--- src/rtl/dmem_arbiter_pkg.sv ---
// rtl/dmem_arbiter_pkg.sv - shared data-memory defines and requester-id encoding
package dmem_arbiter_pkg;

  // Default data-memory geometry of the CPU
  localparam int DMEM_AW = 8;
  localparam int DMEM_DW = 16;

  // Which requester owns the memory port in the current cycle
  typedef enum logic [1:0] {
    REQ_NONE = 2'b00,
    REQ_CPU  = 2'b01,
    REQ_VGA  = 2'b10
  } req_id_t;

  // Width of a counter that must hold 0..max_val, never narrower than one bit
  function automatic int cnt_width(input int max_val);
    return (max_val < 1) ? 1 : $clog2(max_val + 1);
  endfunction

endpackage

--- src/rtl/dmem_arb_fair.sv ---
// rtl/dmem_arb_fair.sv - CPU-priority grant decision with bounded VGA wait
module dmem_arb_fair
  import dmem_arbiter_pkg::*;
#(
  parameter int MAX_WAIT = 2
) (
  input  logic clk,
  input  logic reset,
  input  logic cpu_req,
  input  logic vga_req,
  output logic cpu_gnt,
  output logic vga_gnt
);

  localparam int WW = cnt_width(MAX_WAIT);
  localparam logic [WW-1:0] WAIT_MAX = WW'(MAX_WAIT);

  logic [WW-1:0] wait_cnt;
  req_id_t       winner;

  // VGA wins when alone or once it has been denied MAX_WAIT cycles in a row
  always_comb begin
    winner = REQ_NONE;
    if (reset) begin
      if (vga_req && (!cpu_req || (wait_cnt == WAIT_MAX))) begin
        winner = REQ_VGA;
      end else if (cpu_req) begin
        winner = REQ_CPU;
      end
    end
    cpu_gnt = (winner == REQ_CPU);
    vga_gnt = (winner == REQ_VGA);
  end

  // Count consecutive VGA denials; any grant or dropped request starts over
  always_ff @(posedge clk) begin
    if (!reset) begin
      wait_cnt <= '0;
    end else if (!vga_req || vga_gnt) begin
      wait_cnt <= '0;
    end else if (wait_cnt != WAIT_MAX) begin
      wait_cnt <= wait_cnt + WW'(1);
    end
  end

endmodule

--- src/rtl/dmem_arbiter.sv ---
// rtl/dmem_arbiter.sv - shares the data memory between CPU MEM stage and VGA scanner
module dmem_arbiter
  import dmem_arbiter_pkg::*;
#(
  parameter int AW       = DMEM_AW,
  parameter int DW       = DMEM_DW,
  parameter int MAX_WAIT = 2,
  parameter int CW       = 16
) (
  input  logic          clk,
  input  logic          reset,
  input  logic          cpu_req,
  input  logic          cpu_we,
  input  logic [AW-1:0] cpu_addr,
  input  logic [DW-1:0] cpu_wdata,
  output logic          cpu_gnt,
  output logic          cpu_stall,
  output logic [DW-1:0] cpu_rdata,
  output logic          cpu_rvalid,
  input  logic          vga_req,
  input  logic [AW-1:0] vga_addr,
  output logic          vga_gnt,
  output logic [DW-1:0] vga_rdata,
  output logic          vga_rvalid,
  output logic [AW-1:0] mem_addr,
  output logic          mem_we,
  output logic [DW-1:0] mem_wdata,
  input  logic [DW-1:0] mem_rdata,
  output logic [CW-1:0] stall_cnt
);

  req_id_t       owner;
  logic [AW-1:0] last_addr;

  dmem_arb_fair #(
    .MAX_WAIT(MAX_WAIT)
  ) u_fair (
    .clk    (clk),
    .reset  (reset),
    .cpu_req(cpu_req),
    .vga_req(vga_req),
    .cpu_gnt(cpu_gnt),
    .vga_gnt(vga_gnt)
  );

  // Steer the memory port to the granted requester; idle cycles hold the address and never write
  always_comb begin
    owner     = cpu_gnt ? REQ_CPU : (vga_gnt ? REQ_VGA : REQ_NONE);
    mem_addr  = last_addr;
    mem_we    = 1'b0;
    mem_wdata = cpu_wdata;
    case (owner)
      REQ_CPU: begin
        mem_addr = cpu_addr;
        mem_we   = cpu_we;
      end
      REQ_VGA: mem_addr = vga_addr;
      default: mem_addr = last_addr;
    endcase
  end

  assign cpu_stall = reset && cpu_req && !cpu_gnt;
  assign cpu_rdata = mem_rdata;
  assign vga_rdata = mem_rdata;

  // Remember the last driven address and who owns the read data returning next cycle
  always_ff @(posedge clk) begin
    if (!reset) begin
      last_addr  <= '0;
      cpu_rvalid <= 1'b0;
      vga_rvalid <= 1'b0;
    end else begin
      last_addr  <= mem_addr;
      cpu_rvalid <= cpu_gnt && !cpu_we;
      vga_rvalid <= vga_gnt;
    end
  end

  // Saturating count of pipeline-stall cycles
  always_ff @(posedge clk) begin
    if (!reset) begin
      stall_cnt <= '0;
    end else if (cpu_stall && (stall_cnt != {CW{1'b1}})) begin
      stall_cnt <= stall_cnt + CW'(1);
    end
  end

endmodule

--- config.mk ---
export PLATFORM = sky130hd
export DESIGN_NAME = dmem_arbiter
export DESIGN_NICKNAME = d
export VERILOG_FILES = /design/src/rtl/dmem_arbiter_pkg.sv /design/src/rtl/dmem_arb_fair.sv /design/src/rtl/dmem_arbiter.sv
export SDC_FILE = /design/constraint.sdc
export NUM_CORES = 1
export LEC_CHECK = 0
export BUFFER_PORTS_ARGS = -buffer_cell sky130_fd_sc_hd__buf_4
export CAP_MARGIN = 15
export CORE_MARGIN = 1.5
export CORE_UTILIZATION = 41
export CTS_BUF_LIST = sky130_fd_sc_hd__clkbuf_4
export DETAILED_ROUTE_END_ITERATION = 8
export GPL_TIMING_DRIVEN = 0
export PLACE_DENSITY_LB_ADDON = 0.1
export SETUP_SLACK_MARGIN = 0.15
export SYNTH_ARGS = -nofsm -noshare
export SYNTH_HDL_FRONTEND = slang
export SYNTH_HIERARCHICAL = 1
export SYNTH_SLANG_ARGS = --single-unit
--- constraint.sdc ---
create_clock -name clk -period 2.4 [get_ports clk]
set_input_delay 0.24 -clock clk [delete_from_list [all_inputs] [get_ports clk]]
set_output_delay 0.24 -clock clk [all_outputs]
set_load 0.02 [all_outputs]
Word-level counts from Yosys, hierarchy flattened. Cells that the tools add are included.

Input bits: 53. Memory bits (read-only): 0. Memories kept: 0. Output and inout port bits: 78. Bits in latches: 0. Memory bits (writable): 0. Logic and storage cells: 34. Register bits after elaboration: 28.

Equal/unequal tests: 7. Add/sub/neg operators: 2. Bitwise operators: 1. Divide/modulo/power cells: 0. Magnitude comparators: 0. Multipliers: 0. Reduce and logical (&&, ||, !) cells: 12. Multiplexer cells: 7. Shifts and indexed selects: 0.

Operators with widths (count): adder 16 x 1 -> 16 bit, second input constant (1); inequality test 16 bit, second input constant (1); case mux 8 bit (2 select lines) (1); 2-to-1 mux 2 bit (4); equality test 2 bit, second input constant (3); logical AND 1 bit (5); equality test 2 x 1 -> 1 bit, second input constant (2); logical NOT 1 bit (4); adder 2 x 1 -> 2 bit, second input constant (1); logical OR 1 bit (2); 2-to-1 mux 1 bit (2); inequality test 2 bit, second input constant (1); OR reduction 2 bit (1); NOT 1 bit (1).

Longest topological paths before layout.
Depth after elaboration: 10. Mapped depth: 9. Gate-level depth less buffers: 8.

Cells and area by module. Netlist, hierarchy kept.

By module, submodules not included: dmem_arbiter (cells an instance 194, area each 1632.8 um2, times used 1); dmem_arb_fair (cells an instance 12, area each 93.8 um2, times used 1).

Least setup slack after synthesis. Ideal clock, no wire load.

Path kind: register to register. Start: register u_fair.wait_cnt[0]. End: register last_addr[0]. Period minus slack after synthesis: 2266 ps. Required time: 2339 ps. Arrival: 2204 ps. Setup slack: 134 ps. Cell stages (with the launch flop): 9. Path through: dfxtp_1 inv_1 ha_1 inv_1 a21oi_1 clkbuf_1 mux2i_1 o21ai_0 and2_1.

Word-level cells in the longest chain between the ends: 10.

RTL lines: start: declaration (line dmem_arb_fair.sv:18) `logic [WW-1:0] wait_cnt;`; start signal: assignment (line dmem_arb_fair.sv:42) `wait_cnt <= wait_cnt + WW'(1);`; equality test 2 bit (*) (line dmem_arb_fair.sv:25) `if (vga_req && (!cpu_req || (wait_cnt == WAIT_MAX))) begin`; logical OR 1 bit (*) (line dmem_arb_fair.sv:25); logical AND 1 bit (*) (line dmem_arb_fair.sv:25); 2-to-1 mux 2 bit (*) (line dmem_arb_fair.sv:25); 2-to-1 mux 2 bit (*) (line dmem_arb_fair.sv:24) `if (reset) begin`; equality test 2 bit (*) (line dmem_arb_fair.sv:32) `vga_gnt = (winner == REQ_VGA);`; named net vga_gnt (line dmem_arbiter.sv:22) `output logic vga_gnt,`; 2-to-1 mux 2 bit (*) (2 in series) (line dmem_arbiter.sv:48) `owner = cpu_gnt ? REQ_CPU : (vga_gnt ? REQ_VGA : REQ_NONE);`; equality test 2 bit / equality test 2 x 1 -> 1 bit (equally long branches) (line dmem_arbiter.sv:52) `case (owner)`; case mux 8 bit (2 select lines) (*) (line dmem_arbiter.sv:52); named net mem_addr[0] (line dmem_arbiter.sv:25) `output logic [AW-1:0] mem_addr,`; end signal: assignment (line dmem_arbiter.sv:73) `last_addr <= mem_addr;`; end: declaration (line dmem_arbiter.sv:33) `logic [AW-1:0] last_addr;`.

Mark *: on every way through the listed nets, which the timed path passes. The rest lies on a longest branch. A chain may end at the register's enable or synchronous reset.

Worst setup path in the final report.
Start: register u_fair.wait_cnt[0]. End: register stall_cnt[15].

Word-level cells in the longest chain between the ends: 9.

RTL lines: equality test 2 bit (line dmem_arb_fair.sv:25); logical OR 1 bit (line dmem_arb_fair.sv:25); logical AND 1 bit (line dmem_arb_fair.sv:25); 2-to-1 mux 2 bit (line dmem_arb_fair.sv:25); 2-to-1 mux 2 bit (line dmem_arb_fair.sv:24); equality test 2 x 1 -> 1 bit (line dmem_arb_fair.sv:31) `cpu_gnt = (winner == REQ_CPU);`; logical NOT 1 bit (line dmem_arbiter.sv:62) `assign cpu_stall = reset && cpu_req && !cpu_gnt;`; logical AND 1 bit (line dmem_arbiter.sv:62); logical AND 1 bit (line dmem_arbiter.sv:83) `end else if (cpu_stall && (stall_cnt != {CW{1'b1}})) begin`; end signal: assignment (line dmem_arbiter.sv:84) `stall_cnt <= stall_cnt + CW'(1);`; end: declaration (line dmem_arbiter.sv:29) `output logic [CW-1:0] stall_cnt`.

Every way passes these cells.

==> run metrics <==
status completed; r2r setup slk 0.25 ns; Placer Congestion 0.7923; final wirelength 4211 um; crit path time final 2.153 ns; P_leak 0.001214 uW; cell area after synthesis 1727 um2; most common cell after layout, fill and taps aside buf_4; initial antenna violation count 0; clock-pin slew on the worst setup and hold paths 0.14 ns; FF-to-FF path depth 8; Synth cell types 33; CP Max Fanout 10; arrival time worst endpoint 2.38 ns; DIE WIDTH 67.90 um; worst-case vdd ir drop 0.2758 mV; worst min path class in2reg; Clock Path Buffers 2; WL per Instance 11.80 um; Slew @ Worst Pin 0.5588 ns; DIE AREA 4610 um2; GRT Total Usage 17.74%; vias in the first global route 1,420; Via density 4.868; CTS sink count 28; worst r2r src u_fair/wait_cnt[0]; largest net degree at the start of global routing 15; via count 1,738; Final #Nets 364; Antenna Cells 0; synthesized flop and latch total 28; register area share after synthesis 32.46%; final slew viol count 0; relative slew slack 62.44%; layout cells sized above 1 52.77%; PwrDens 383.7 nW/um2; Setup CP Type reg2reg; Hold Path Origin cpu_we; core area 4029 um2; Worst-Skew Late Latency 0.32 ns; TritonCTS Buffers 3; I/O pins 131; commonest non-fill, non-tap cells in the layout 146 x buf_4, 28 x dfxtp_1, 21 x nand2_1, 13 x mux2i_1; Finished Core Util 63.91%; Startpoint Class register; Die Y 67.90 um; crit share post-route 89.70%; IO buf count 98; H-tree depth 1; setup violators final 0; Post-Syn Instances 206; synth top area cells dfxtp_1 32%, buf_4 21%, mux2i_1 7.5%; WHS Path Cells 2; syn_nets 261; dpl hpwl 3401 um; Setup TNS Final 0 ns; Post-synth ARST share 0%; Synth Flop Type dfxtp_1; Tot Pwr 988.0 uW; Hold EP cpu_rvalid; CTS root buffer clkbuf_4; Congestion Overflow GR 0; first-pass GRT wire length 6348 um; Worst Path Required 2.63 ns; clk_skew 0.005185 ns; Initial Util 42.86%; CTS tree built; unrepaired setup endpoints after global routing false; Avg Inst Size Synth 8.382 um2; Pre-antenna DRT Iters 4; hold violation count in the final report 0; antenna-violating nets left 0; Hold Buf Count CTS 0; Post-synth EDFFs 0; Worst Setup SP u_fair/wait_cnt[0]; post-synth top area cell dfxtp_1; Syn-to-layout area delta 49.13%; Residual DRC 0; max-cap check violation count 0; Achievable Freq 464.5 MHz; Synth top area share 32.46%; crit end category register; Ys Warns 6; FP Rows 23; R2R Path End stall_cnt[15]; DRC violation total after the first TritonRoute iteration 74
-- kinds of logic after synthesis --
kind of cell,synth area share (%)
adder cells (fa/ha/maj),1.449
multiplexers,7.536
AND/OR/NAND/NOR,23.62
buffers and inverters,23.99
flip-flops,32.46
AO/OA/AOI/OAI,10.44
XOR/XNOR,0.5073
-- worst max path at each step --
stage / to / slack (ns) / depth (start not counted)
after detailed placement: stall_cnt[15] / 0.19 / 8
after global routing: stall_cnt[15] / 0.14 / 8
final: stall_cnt[15] / 0.25 / 8
after CTS: stall_cnt[15] / 0.16 / 8
after floorplan: stall_cnt[15] / 0.16 / 8
after global placement: stall_cnt[15] / 0.20 / 8
-- flip-flops by register name, summed over array words and instances, names as in the netlist --
name             flops
vga_rvalid           1
u_fair/wait_cnt      2
stall_cnt           16
cpu_rvalid           1
last_addr            8
-- cells in the mapped netlist, drive strengths merged (5+ instances only) --
cell,count
clkbuf,6
or4,6
dfxtp,28
nand3,5
a21oi,11
nand2,21
mux2i,13
and2,10
buf,50
o21ai,12
nand4,6
-- area by class of cell --
type | count | area, um2
buffer | 56 | 404.1
clock buffer | 3 | 22.52
fill | 378 | 1454
inverter | 4 | 15.01
multi-input combinational | 118 | 774.5
sequential | 28 | 560.5
tap | 50 | 62.56
timing repair buffer | 98 | 735.7
-- power by group --
| part | switching [uW] | internal (uW) |
|---|---|---|
| registers | 4.42 | 476 |
| clock network | 130 | 58.8 |
| logic | 152 | 167 |
-- critical path: stages, from the launching register on --
cell,delay [ns]
dfxtp_1,0.34
inv_1,0.05
ha_2,0.19
a21oi_2,0.07
buf_6,0.14
nand3b_4,0.18
or4_4,0.52
or4_4,0.43
mux2i_1,0.13
-- routing by layer --
layer	GRT usage [%]	share of wire, %	vias to the layer above
met2	30.76	52	73
met1	21.68	39	785
met3	5.757	8.6	2
met5	0	0	-
met4	3.250	0.43	0
li1	-	-	878
-- metrics by stage --
step           hold slack, ns  area, um2  std cells  worst slack (ns)
6_report              0.06777       2575        357            0.2472
5_1_grt               0.06247       2575        357            0.1352
4_1_cts               0.05921       2550        357            0.1647
3_5_place_dp           0.4136       2525        354            0.1927
3_3_place_gp           0.4024       2525        354            0.1994
2_1_floorplan          0.3161       1727        206            0.1568
-- timing repair --
action                     4_1_cts  5_1_grt
pin swaps                        0        1
setup endpoints to repair        8       19
setup buffers                    0        0
gates resized for setup          2        7
cloned                           0        0
No activity file was read; power rests on OpenSTA's default activity.
